`src/rtl/inst_fetch_unit_pkg.sv`:
```
// Shared fetch-stage definitions: reset PC, the NOP used when nothing is
// presented to decode, and the {pc, inst} record held in the instruction queue.
package inst_fetch_unit_pkg;

  localparam logic [63:0] PC_RESET_DEFAULT = 64'h0000_0000_8000_0000;
  localparam logic [31:0] INST_NOP         = 32'h0000_0013;

  typedef struct packed {
    logic [63:0] pc;
    logic [31:0] inst;
  } fetch_entry_t;

endpackage

```
`src/rtl/inst_fetch_unit_inst_fifo.sv`:
```
// Synchronous FIFO with push/pop/clear and an occupancy count. The element type
// is a parameter so the same block serves the instruction queue and PC tracking.
module inst_fifo
  import inst_fetch_unit_pkg::*;
#(
  parameter int  DEPTH = 4,
  parameter type T     = fetch_entry_t
) (
  input  logic                       clk,
  input  logic                       rst_n,
  input  logic                       push,
  input  logic                       pop,
  input  logic                       clear,
  input  T                           wdata,
  output T                           rdata,
  output logic [$clog2(DEPTH+1)-1:0] count
);

  localparam int AW = $clog2(DEPTH);
  localparam int CW = $clog2(DEPTH + 1);
  localparam logic [CW-1:0] FULL = CW'(DEPTH);

  T              mem [DEPTH];
  logic [AW-1:0] wr_ptr;
  logic [AW-1:0] rd_ptr;
  logic          do_push;
  logic          do_pop;

  assign do_pop  = pop && (count != '0);
  assign do_push = push && ((count != FULL) || do_pop);
  assign rdata   = mem[rd_ptr];

  // NOTE: sequential state is assigned with <= so every flop samples the
  // pre-edge values of the others, independent of statement order.
  always_ff @(posedge clk) begin
    if (!rst_n || clear) begin
      wr_ptr <= '0;
      rd_ptr <= '0;
      count  <= '0;
    end else begin
      if (do_push) wr_ptr <= wr_ptr + 1'b1;
      if (do_pop)  rd_ptr <= rd_ptr + 1'b1;
      count <= count + CW'(do_push) - CW'(do_pop);
    end
  end

  // NOTE: the storage array is deliberately not reset; the count qualifies
  // every read, so stale contents are never observed and the array can map
  // onto plain registers or RAM without a reset network.
  always_ff @(posedge clk) begin
    if (do_push) mem[wr_ptr] <= wdata;
  end

endmodule

```
`src/rtl/inst_fetch_unit.sv`:
```
// Instruction fetch: issues sequential in-order fetches, pairs each response
// with its PC, queues {pc, inst} for decode, and flushes on redirect.
module inst_fetch_unit
  import inst_fetch_unit_pkg::*;
#(
  parameter logic [63:0] PC_RESET = PC_RESET_DEFAULT,
  parameter int          DEPTH    = 4
) (
  input  logic        clk,
  input  logic        rst_n,
  output logic        imem_req_valid,
  input  logic        imem_req_ready,
  output logic [63:0] imem_req_addr,
  input  logic        imem_rsp_valid,
  input  logic [31:0] imem_rsp_data,
  input  logic        redirect_valid,
  input  logic [63:0] redirect_pc,
  output logic        id_valid,
  input  logic        id_ready,
  output logic [31:0] id_inst,
  output logic [63:0] id_pc
);

  localparam int CW = $clog2(DEPTH + 1);
  typedef logic [CW-1:0] cnt_t;

  logic         running;
  logic [63:0]  fetch_pc;
  logic [63:0]  last_pc;
  logic [63:0]  rsp_pc;
  cnt_t         q_count;
  cnt_t         outstanding;
  cnt_t         drop;
  logic [CW:0]  in_use;
  logic         accept;
  logic         keep;
  logic         pop;
  fetch_entry_t head;
  fetch_entry_t rsp_entry;

  // Queue slots are reserved at request time, so a kept response always fits.
  assign in_use         = {1'b0, q_count} + {1'b0, outstanding};
  assign imem_req_valid = running && !redirect_valid && (in_use < (CW+1)'(DEPTH));
  assign imem_req_addr  = fetch_pc;
  assign accept         = imem_req_valid && imem_req_ready;

  assign keep      = imem_rsp_valid && (drop == '0) && !redirect_valid;
  assign rsp_entry = '{pc: rsp_pc, inst: imem_rsp_data};

  assign id_valid = (q_count != '0);
  assign pop      = id_valid && id_ready;
  assign id_inst  = id_valid ? head.inst : INST_NOP;
  assign id_pc    = id_valid ? head.pc : last_pc;

  // PC of every accepted request; its count doubles as the outstanding counter.
  inst_fifo #(.DEPTH(DEPTH), .T(logic [63:0])) u_pc_fifo (
    .clk   (clk),
    .rst_n (rst_n),
    .push  (accept),
    .pop   (imem_rsp_valid),
    .clear (1'b0),
    .wdata (fetch_pc),
    .rdata (rsp_pc),
    .count (outstanding)
  );

  inst_fifo #(.DEPTH(DEPTH), .T(fetch_entry_t)) u_queue (
    .clk   (clk),
    .rst_n (rst_n),
    .push  (keep),
    .pop   (pop),
    .clear (redirect_valid),
    .wdata (rsp_entry),
    .rdata (head),
    .count (q_count)
  );

  always_ff @(posedge clk) begin
    if (!rst_n) begin
      running  <= 1'b0;
      fetch_pc <= PC_RESET;
      last_pc  <= PC_RESET;
      drop     <= '0;
    end else begin
      running <= 1'b1;
      if (id_valid) last_pc <= head.pc;
      if (redirect_valid) begin
        fetch_pc <= redirect_pc & ~64'd3;
        // Every request still in flight after this cycle belongs to the old path.
        drop     <= outstanding - cnt_t'(imem_rsp_valid);
      end else begin
        if (accept) fetch_pc <= fetch_pc + 64'd4;
        if (imem_rsp_valid && (drop != '0)) drop <= drop - 1'b1;
      end
    end
  end

endmodule
```
`config.mk`:
```
export PLATFORM = sky130hd
export DESIGN_NAME = inst_fetch_unit
export DESIGN_NICKNAME = d
export VERILOG_FILES = /design/src/rtl/inst_fetch_unit_pkg.sv /design/src/rtl/inst_fetch_unit_inst_fifo.sv /design/src/rtl/inst_fetch_unit.sv
export SDC_FILE = /design/constraint.sdc
export NUM_CORES = 1
export LEC_CHECK = 0
export ABC_AREA = 1
export ABC_CLOCK_PERIOD_IN_PS = 12300
export CORE_UTILIZATION = 40
export CTS_CLUSTER_SIZE = 14
export DETAILED_ROUTE_END_ITERATION = 8
export PLACE_DENSITY = 0.56
export SYNTH_ARGS = -nofsm -noshare
export SYNTH_HDL_FRONTEND = slang
export SYNTH_SLANG_ARGS = --single-unit
```
`constraint.sdc`:
```
create_clock -name clk -period 12.3 [get_ports clk]
set_input_delay 1.23 -clock clk [delete_from_list [all_inputs] [get_ports clk]]
set_output_delay 1.23 -clock clk [all_outputs]
set_load 0.01 [all_outputs]
```
# Word level (Yosys, flattened, before mapping)
# Memories as Yosys holds them, arrays and structs flattened. A register that Yosys moved wholly into a read port is not among the register bits.
# Index checks and enable logic that the tools add are counted.
[op_classes]
addsub = 12
order_cmp = 1
eq_ne = 2
mux = 15
bitwise = 1
reduce_logical = 23
[ops]
columns = ["op", "n"]
rows = [
  ["64-bit two-way mux", 3],
  ["64-bit by 3-bit adder with 64-bit output (second input constant)", 1],
  ["32-bit two-way mux", 1],
  ["1-bit logical AND", 11],
  ["3-bit nonzero test", 3],
  ["3-bit by 1-bit subtractor with 3-bit output", 3],
  ["2-bit by 1-bit adder with 2-bit output (second input constant)", 4],
  ["2-bit two-way mux", 4],
  ["3-bit by 1-bit adder with 3-bit output", 2],
  ["3-bit two-way mux", 2],
  ["3-bit inequality test (second input constant)", 2],
  ["1-bit two-way mux", 5],
  ["3-bit by 3-bit adder with 4-bit output", 1],
  ["4-bit by 3-bit < comparator with 1-bit output (second input constant)", 1],
  ["2-bit nonzero test", 2],
  ["3-bit zero test", 1],
  ["1-bit logical OR", 3],
  ["3-bit by 1-bit subtractor with 3-bit output (second input constant)", 1],
  ["1-bit zero test", 2],
  ["2-bit OR reduction", 1],
  ["1-bit inverter", 1],
]
[totals]
ff_bits = 146
ramBits = 640
inputBits = 102
output_inout_bits = 162
wordCells = 67
mem_count = 2
[memory_table]
columns = ["memory", "depth", "word_bits", "read_ports", "rd_ports_with_merged_regs", "wr", "line", "source"]
rows = [
  ["u_queue.mem", 4, 96, 1, 1, 1, "inst_fetch_unit_inst_fifo.sv:23", "T mem [DEPTH];"],
  ["u_pc_fifo.mem", 4, 64, 1, 1, 1, "inst_fetch_unit_inst_fifo.sv:23", ""],
]

# Depth between registers and ports, before layout
# Gate-level depths: netlist (run 1).
[depth]
ltp_word = 7
depth_mapped = 12
ltp_nobuf = 12

# Hierarchy
# Synthesis (run 1) repeated with hierarchy kept, for this count alone.
[hier_totals]
cells_unflattened = 2974
area_unflattened_um2 = 32493.7
[by_module_without_submodules]
columns = ["mod", "instances", "cells_each", "area_per_inst_um2"]
rows = [
  ["inst_fifo (u_queue)", 1, 1000, 14771.7],
  ["inst_fifo (u_pc_fifo)", 1, 691, 9997.1],
  ["inst_fetch_unit", 1, 1283, 7724.9],
]

# Worst setup path before layout (run 1)
# No wires, ideal clock.
[synth_path]
path_kind = "input to register"
from = "in redirect_valid"
to = "mem u_queue.mem[0][0] in the netlist's numbering, enable pin"
arrival_time_ns = 5.651
t_required_ns = 11.753
setup_slack_ns = 6.101
cell_stages = 5
n_path_buf = 1
cell_sequence = "buf_6 > nor2_1 > and3_1 > inv_1 > nor2_1"
[synth_via]
elab_chain_len = 5
[synth_lines]
columns = ["element", "line", "source"]
rows = [
  ["from (decl)", "inst_fetch_unit.sv:16", "input logic redirect_valid,"],
  ["1-bit zero test", "inst_fetch_unit.sv:47", "assign keep = imem_rsp_valid && (drop == '0) && !redirect_valid;"],
  ["1-bit logical AND", "inst_fetch_unit.sv:47", ""],
  ["1-bit logical AND", "inst_fetch_unit_inst_fifo.sv:30", "assign do_push = push && ((count != FULL) || do_pop);"],
  ["1-bit two-way mux", "inst_fetch_unit_inst_fifo.sv:51", "if (do_push) mem[wr_ptr] <= wdata;"],
  ["1-bit two-way mux (not written as such)", "inst_fetch_unit_inst_fifo.sv:51", ""],
  ["to (decl)", "inst_fetch_unit_inst_fifo.sv:23", ""],
]
# No other way between the ends.

==> flow_summary.ini, run 1 <==
[clocking]
cts_setup_buffers = 0
cts-root-buf = clkbuf_16
ctsResizeCount = 0
cts_tree = done
clk_pin_slew_worst_paths_ns = 0.06
numCtsBuffers = 82
clock_sinks = 772
cts_buffer_depth = 3
htreeDepth = 3
ctsHoldBuffers = 0
clkLatencyLatePin_ns = 0.62

[flow_run]
maxCapViolCount = 0

[floorplanning]
die_area_mm2 = 0.0791
die_w_um = 281
initial_core_util_pct = 40.3
core_mm2 = 0.0773
fp-row-count = 102
ioPinCount = 264
die_h_um = 281

[layout]
drive_above_1_share_pct = 5.69
multi_input_area_mm2 = 0.00848
diodes = 0
fill_cells = 6950
num-nets-final = 3203
fin_cells = 4187
area_growth_pct = 20.0
final-seq-area_mm2 = 0.0217

[pwr]
power_frac_seq_pct = 48.6
pwr-share-comb_pct = 13.6
peakVddDrop_v = 0.0000860
p_leak_nw = 12.7
power.density_mw_per_mm2 = 171
sw_frac_of_total_pct = 25.6
p_clk_share_pct = 37.8
p_switching_w = 0.00164
internal_power_w = 0.00477

[synth]
syn_area_mm2 = 0.0312
synth_most_common_cell = edfxtp_1
synth_area_leaders = edfxtp_1, dfxtp_1, nor2_1
ys_warn_count = 0
yosysTopAreaCellShare_pct = 60.1
yosys.area_share.simple_pct = 13.7
synthMuxAreaShare_pct = 0
yosysTopAreaCell = edfxtp_1
synth_top_family_by_area = simple AND/OR/NAND/NOR gates
synth_adder_area_share_pct = 0.891
yosys_register_bits = 772
synth_xor_area_share_pct = 0.899
synth_compound_gate_area_share_pct = 11.5
synthCells = 2863
ys_async_sr_fraction_pct = 0
synth_ff_type = edfxtp_1
ys_seq_area_share_pct = 69.6
synth_edf_count = 624
avgSynthCellArea_um2 = 10.9
netlist_top_cells_count = edfxtp_1, nor2_1, nand2_1
yosysUniqueCellTypes = 38

[detailed_routing]
drt_iter0_drc = 1707
dr.pass1.iters = 7
vias = 21800
wl_per_cell_um = 19.9
drc = 0
routed_wl_um = 83300
ant_nets = 0
avgViaCountPerCell = 5.20

[critical_path]
crit_path_max_incr_delay_ns = 0.92
crit_family = buffers and inverters
crit_chain = inv_4 -> buf_4 -> o21ai_0 -> o22ai_1 -> nand2_1 -> nand2_1 -> clkdlybuf4s50_1
cp.arrival_ns = 4.21
r2r_slack_ns = 8.61
rr_endpoint = u_queue.mem[0][75]
critPathLaunchType = flop
crit_buf_inv = 3
cp_slowest_cell = buf_4
crit_required_ns = 11.07
worstPathMaxFanout = 106
critPathMostFrequentCell = nand2_1
setup.worst_path.end_class = output pin
rr_worst_depth = 9
path_class = flop to output pin
r2r-start = drop[0]

[placed_design]
placed_cells = 4036
numPortBuffers = 259
place_hpwl_um = 49800
gp_congestion = 0.950

[worst_hold_path]
hold_start = last_pc[1]
hold_depth = 2
hold_path_class = flop to flop
min_to = last_pc[1]

[global_routing]
antenna_found_initial = 1
grt_pass1_vias = 21100
grtUsageTotal_pct = 21.0
grt_max_degree = 107
gr-total-overflow = 0
grt_pass1_wl_um = 125000

[sta]
hold_viol = 0
min_period_ns = 5.44
worst_slew_pin_slew_ns = 1.09
fin_crit_sh_pct = 44.2
fmax_mhz = 184
relSlewSlack_pct = 27.0
rsz0062_at_grt = no
drv_slew = 0
tns_ns = 0
setup-violations-final = 0
skew_ns = 0.0151
hold_slack_ns = 0.451

[status]
outcome = finished clean
registers in the layout, summed over array words and instances, names as in the netlist, named ones only:
register,cells
drop,3
imem_req_addr,62
last_pc,64
running,1
u_pc_fifo.count,3
u_pc_fifo.mem,248
u_pc_fifo.rd_ptr,2
u_pc_fifo.wr_ptr,2
u_queue.count,3
u_queue.mem,376
u_queue.rd_ptr,2
u_queue.wr_ptr,2
kinds of logic after synthesis:
kind of cell             Yosys count
AND/OR/NAND/NOR                 1089
flip-flops                       772
AO/OA/AOI/OAI                    676
buffers and inverters            272
XOR/XNOR                          32
adder cells (fa/ha/maj)           21
other                              1
routing by layer:
| layer | up-vias | track usage (%) | share of wire [%] |
|---|---|---|---|
| li1 | 10400 | - | - |
| met1 | 10600 | 28.4 | 45 |
| met4 | 2 | 6.87 | 2.5 |
| met5 | - | 0 | 0.013 |
| met2 | 654 | 34.2 | 47 |
| met3 | 126 | 3.47 | 5.9 |
worst min-delay path, stage by stage (launching register included):
cell	delay, ns
dfxtp_1	0.30
inv_1	0.06
nor3_1	0.05
cell type report:
| class | count | share of cell area (%) |
|---|---|---|
| inverters | 117 | 1.20 |
| clock buffers | 117 | 6.34 |
| well taps | 1040 | 3.48 |
| flip-flops and latches | 772 | 58.0 |
| clock inverters | 34 | 0.769 |
| multi-input cells | 1820 | 22.7 |
| repair buffers | 287 | 7.49 |
cells in the final DEF, fill, tap and decap left out, types with 3 or more instances in the layout:
cell type        Yosys  routed
a211oi_1             7       7
inv_2                2       4
dfxtp_1            148     145
nor2_4               6      15
clkdlybuf4s50_1      0     259
xnor2_1             20      20
xor2_1              12      12
clkinv_1             1      12
clkbuf_8             0       4
o311ai_0             3       3
nand4_1              5       5
ha_1                19      19
a21oi_1            156     156
nand3_1             46      46
o21ai_0            377     377
edfxtp_1           624     624
buf_4                2      28
clkbuf_16            0      89
inv_1              113     109
nand2_2              3       3
bufinv_16            0       5
clkinv_2             0      15
o22ai_1            123     123
nor3_1               5       5
a31oi_1              8       8
nand2_1            432     432
nor2_1             583     574
clkinvlp_4           0       3
clkbuf_1           126      24
power groups by stage:
stage,Combinational (W),Sequential (W),Clock [W]
floorplan,0.000485,0.00314,0
global placement,0.000849,0.00316,0
detailed placement,0.000874,0.00317,0
CTS,0.000877,0.00311,0.00248
global route,0.000963,0.00312,0.00259
finish,0.000870,0.00311,0.00243
per-stage QoR:
stage | power (W) | setup WS (ns) | util (%) | cell area, um^2
2_1_floorplan | 0.00362 | 6.10 | - | 31200
3_3_place_gp | 0.00401 | 6.95 | 44.9 | 34700
3_5_place_dp | 0.00404 | 6.94 | 44.9 | 34700
4_1_cts | 0.00648 | 6.83 | 48.4 | 37400
5_1_grt | 0.00668 | 6.57 | 48.4 | 37400
6_report | 0.00641 | 6.86 | 48.4 | 37400
how the worst max path moves through the flow:
stage	end	slack, ns	cells past startpoint
detailed placement	u_pc_fifo.mem[2][49]	6.94	10
global route	id_pc[32]	6.57	7
CTS	id_pc[32]	6.83	7
global placement	u_pc_fifo.mem[2][49]	6.95	10
floorplan	u_queue.mem[0][0]	6.10	5
finish	id_pc[32]	6.86	7
No activity file was read; power rests on OpenSTA's default activity.
==> inputs of run 2 (changes only) <==
--- a/config.mk
+++ b/config.mk
@@ -6,7 +6,7 @@
 export NUM_CORES = 1
 export LEC_CHECK = 0
 export ABC_AREA = 1
-export ABC_CLOCK_PERIOD_IN_PS = 12300
+export ABC_CLOCK_PERIOD_IN_PS = 5400
 export CORE_UTILIZATION = 40
 export CTS_CLUSTER_SIZE = 14
 export DETAILED_ROUTE_END_ITERATION = 8
==> constraint.sdc (replaced) <==
create_clock -name clk -period 5.4 [get_ports clk]
set_input_delay 0.54 -clock clk [delete_from_list [all_inputs] [get_ports clk]]
set_output_delay 0.54 -clock clk [all_outputs]
set_load 0.01 [all_outputs]
==> flow_summary.ini, run 2 (synthesis gave the netlist of run 1 again) <==
[global_routing]
grtUsageTotal_pct = 20.7
grt_max_degree = 109
grt_pass1_wl_um = 123000
gr-total-overflow = 0
grt_pass1_vias = 20700
antenna_found_initial = 0

[placed_design]
placed_cells = 4046
numPortBuffers = 259
place_area_mm2 = 0.0350
place_hpwl_um = 50800
gp_congestion = 0.901

[sta]
fmax_mhz = 253
setup-violations-final = 0
min_period_ns = 3.96
worst_slew_pin_slew_ns = 1.10
fin_crit_sh_pct = 73.3
hold_viol = 0
rsz0062_at_grt = no
hold_slack_ns = 0.453
drv_slew = 0
relSlewSlack_pct = 25.9
skew_ns = 0.0178

[clocking]
cts_buffer_depth = 3
htreeDepth = 3
clock_sinks = 772
clk_pin_slew_worst_paths_ns = 0.06
numCtsBuffers = 83
ctsHoldBuffers = 0
ctsResizeCount = 0
cts-root-buf = clkbuf_16
clkLatencyLatePin_ns = 0.63
cts_setup_buffers = 0
cts_tree = done

[pwr]
peakVddDrop_v = 0.000259
power.density_mw_per_mm2 = 390
p_leak_nw = 12.9
p_total_w = 0.0147

[status]
outcome = finished clean

[layout]
largest_reg_flops = 376
final_area_mm2 = 0.0377
fin_cells = 4197
finish.utilization_pct = 48.7
top_register = u_queue.mem
num-nets-final = 3214
layout_commonest_cell = edfxtp_1
mostFrequentLayoutCells = edfxtp_1, nor2_1, nand2_1
multi_input_area_mm2 = 0.00848
drive_above_1_share_pct = 6.30
area_growth_pct = 20.9
reg.largest.list = u_queue.mem: 376 flops, u_pc_fifo.mem: 248 flops, last_pc: 64 flops
diodes = 0
fill_cells = 6912
final-seq-area_mm2 = 0.0217

[critical_path]
path_class = flop to output pin
worstPathMaxFanout = 49
setup.worst_path.end_class = output pin
r2r_slack_ns = 2.41
crit_path_max_incr_delay_ns = 0.60
crit_family = buffers and inverters
crit_buf_inv = 3
cp_slowest_cell = buf_4
crit_required_ns = 4.86
critPathLaunchType = flop
crit_chain = buf_4 -> buf_4 -> o21ai_0 -> o22ai_1 -> nand2_1 -> nand2_1 -> clkdlybuf4s50_1
cp.arrival_ns = 3.42

[detailed_routing]
wl_per_cell_um = 19.6
avgViaCountPerCell = 5.17
drc = 0
routed_wl_um = 82500
ant_nets = 0
vias = 21700
dr.pass1.iters = 7
drt_iter0_drc = 1757

[floorplanning]
die_w_um = 281
ioPinCount = 264
die_h_um = 281
die_area_mm2 = 0.0791
core_mm2 = 0.0773
initial_core_util_pct = 40.3
fp-row-count = 102

[flow_run]
maxCapViolCount = 0

[worst_hold_path]
hold_path_class = flop to flop
## run 2: final cells by class
| cell class | count | area share [%] |
|---|---|---|
| clock buffers | 109 | 5.98 |
| clock inverters | 42 | 1.18 |
| inverters | 117 | 1.19 |
| multi-input cells | 1820 | 22.5 |
| flip-flops and latches | 772 | 57.6 |
| well taps | 1040 | 3.45 |
| repair buffers | 297 | 8.10 |
## run 2: path summary, 6_finish.rpt
path,from,to,cells after the start
min,last_pc[0],last_pc[0],2
max,flop,id_pc[62],7
max reg2reg,drop[0],u_queue.mem[3][29],8
min reg2reg,last_pc[0],last_pc[0],2
## run 2: layer usage
metal	part of all wire (%)	track usage, %	vias to the layer above
met1	45	28.7	10500
met4	2.5	6.70	0
met5	0	0	-
met2	46	33.1	645
li1	-	-	10400
met3	6.0	3.43	117
## run 2: worst register-to-register path, delay by kind of cell (launching register included)
| family | cells | cell delay (ns) |
|---|---|---|
| AND/OR/NAND/NOR | 3 | 1.29 |
| buffers and inverters | 4 | 0.89 |
| flip-flops | 1 | 0.30 |
| adder cells (fa/ha/maj) | 1 | 0.15 |
## run 2: metrics by stage
| stage | setup slack [ns] | setup TNS [ns] |
|---|---|---|
| floorplan | -0.109 | -40.83 |
| global placement | 1.71 | 0 |
| CTS | 1.38 | 0 |
| detailed placement | 1.68 | 0 |
| finish | 1.44 | 0 |
| global route | 1.20 | 0 |
## run 2: where the power goes
part | switching, W | internal (W)
registers | 0.000198 | 0.00689
clock network | 0.00226 | 0.00333
logic | 0.00131 | 0.000688
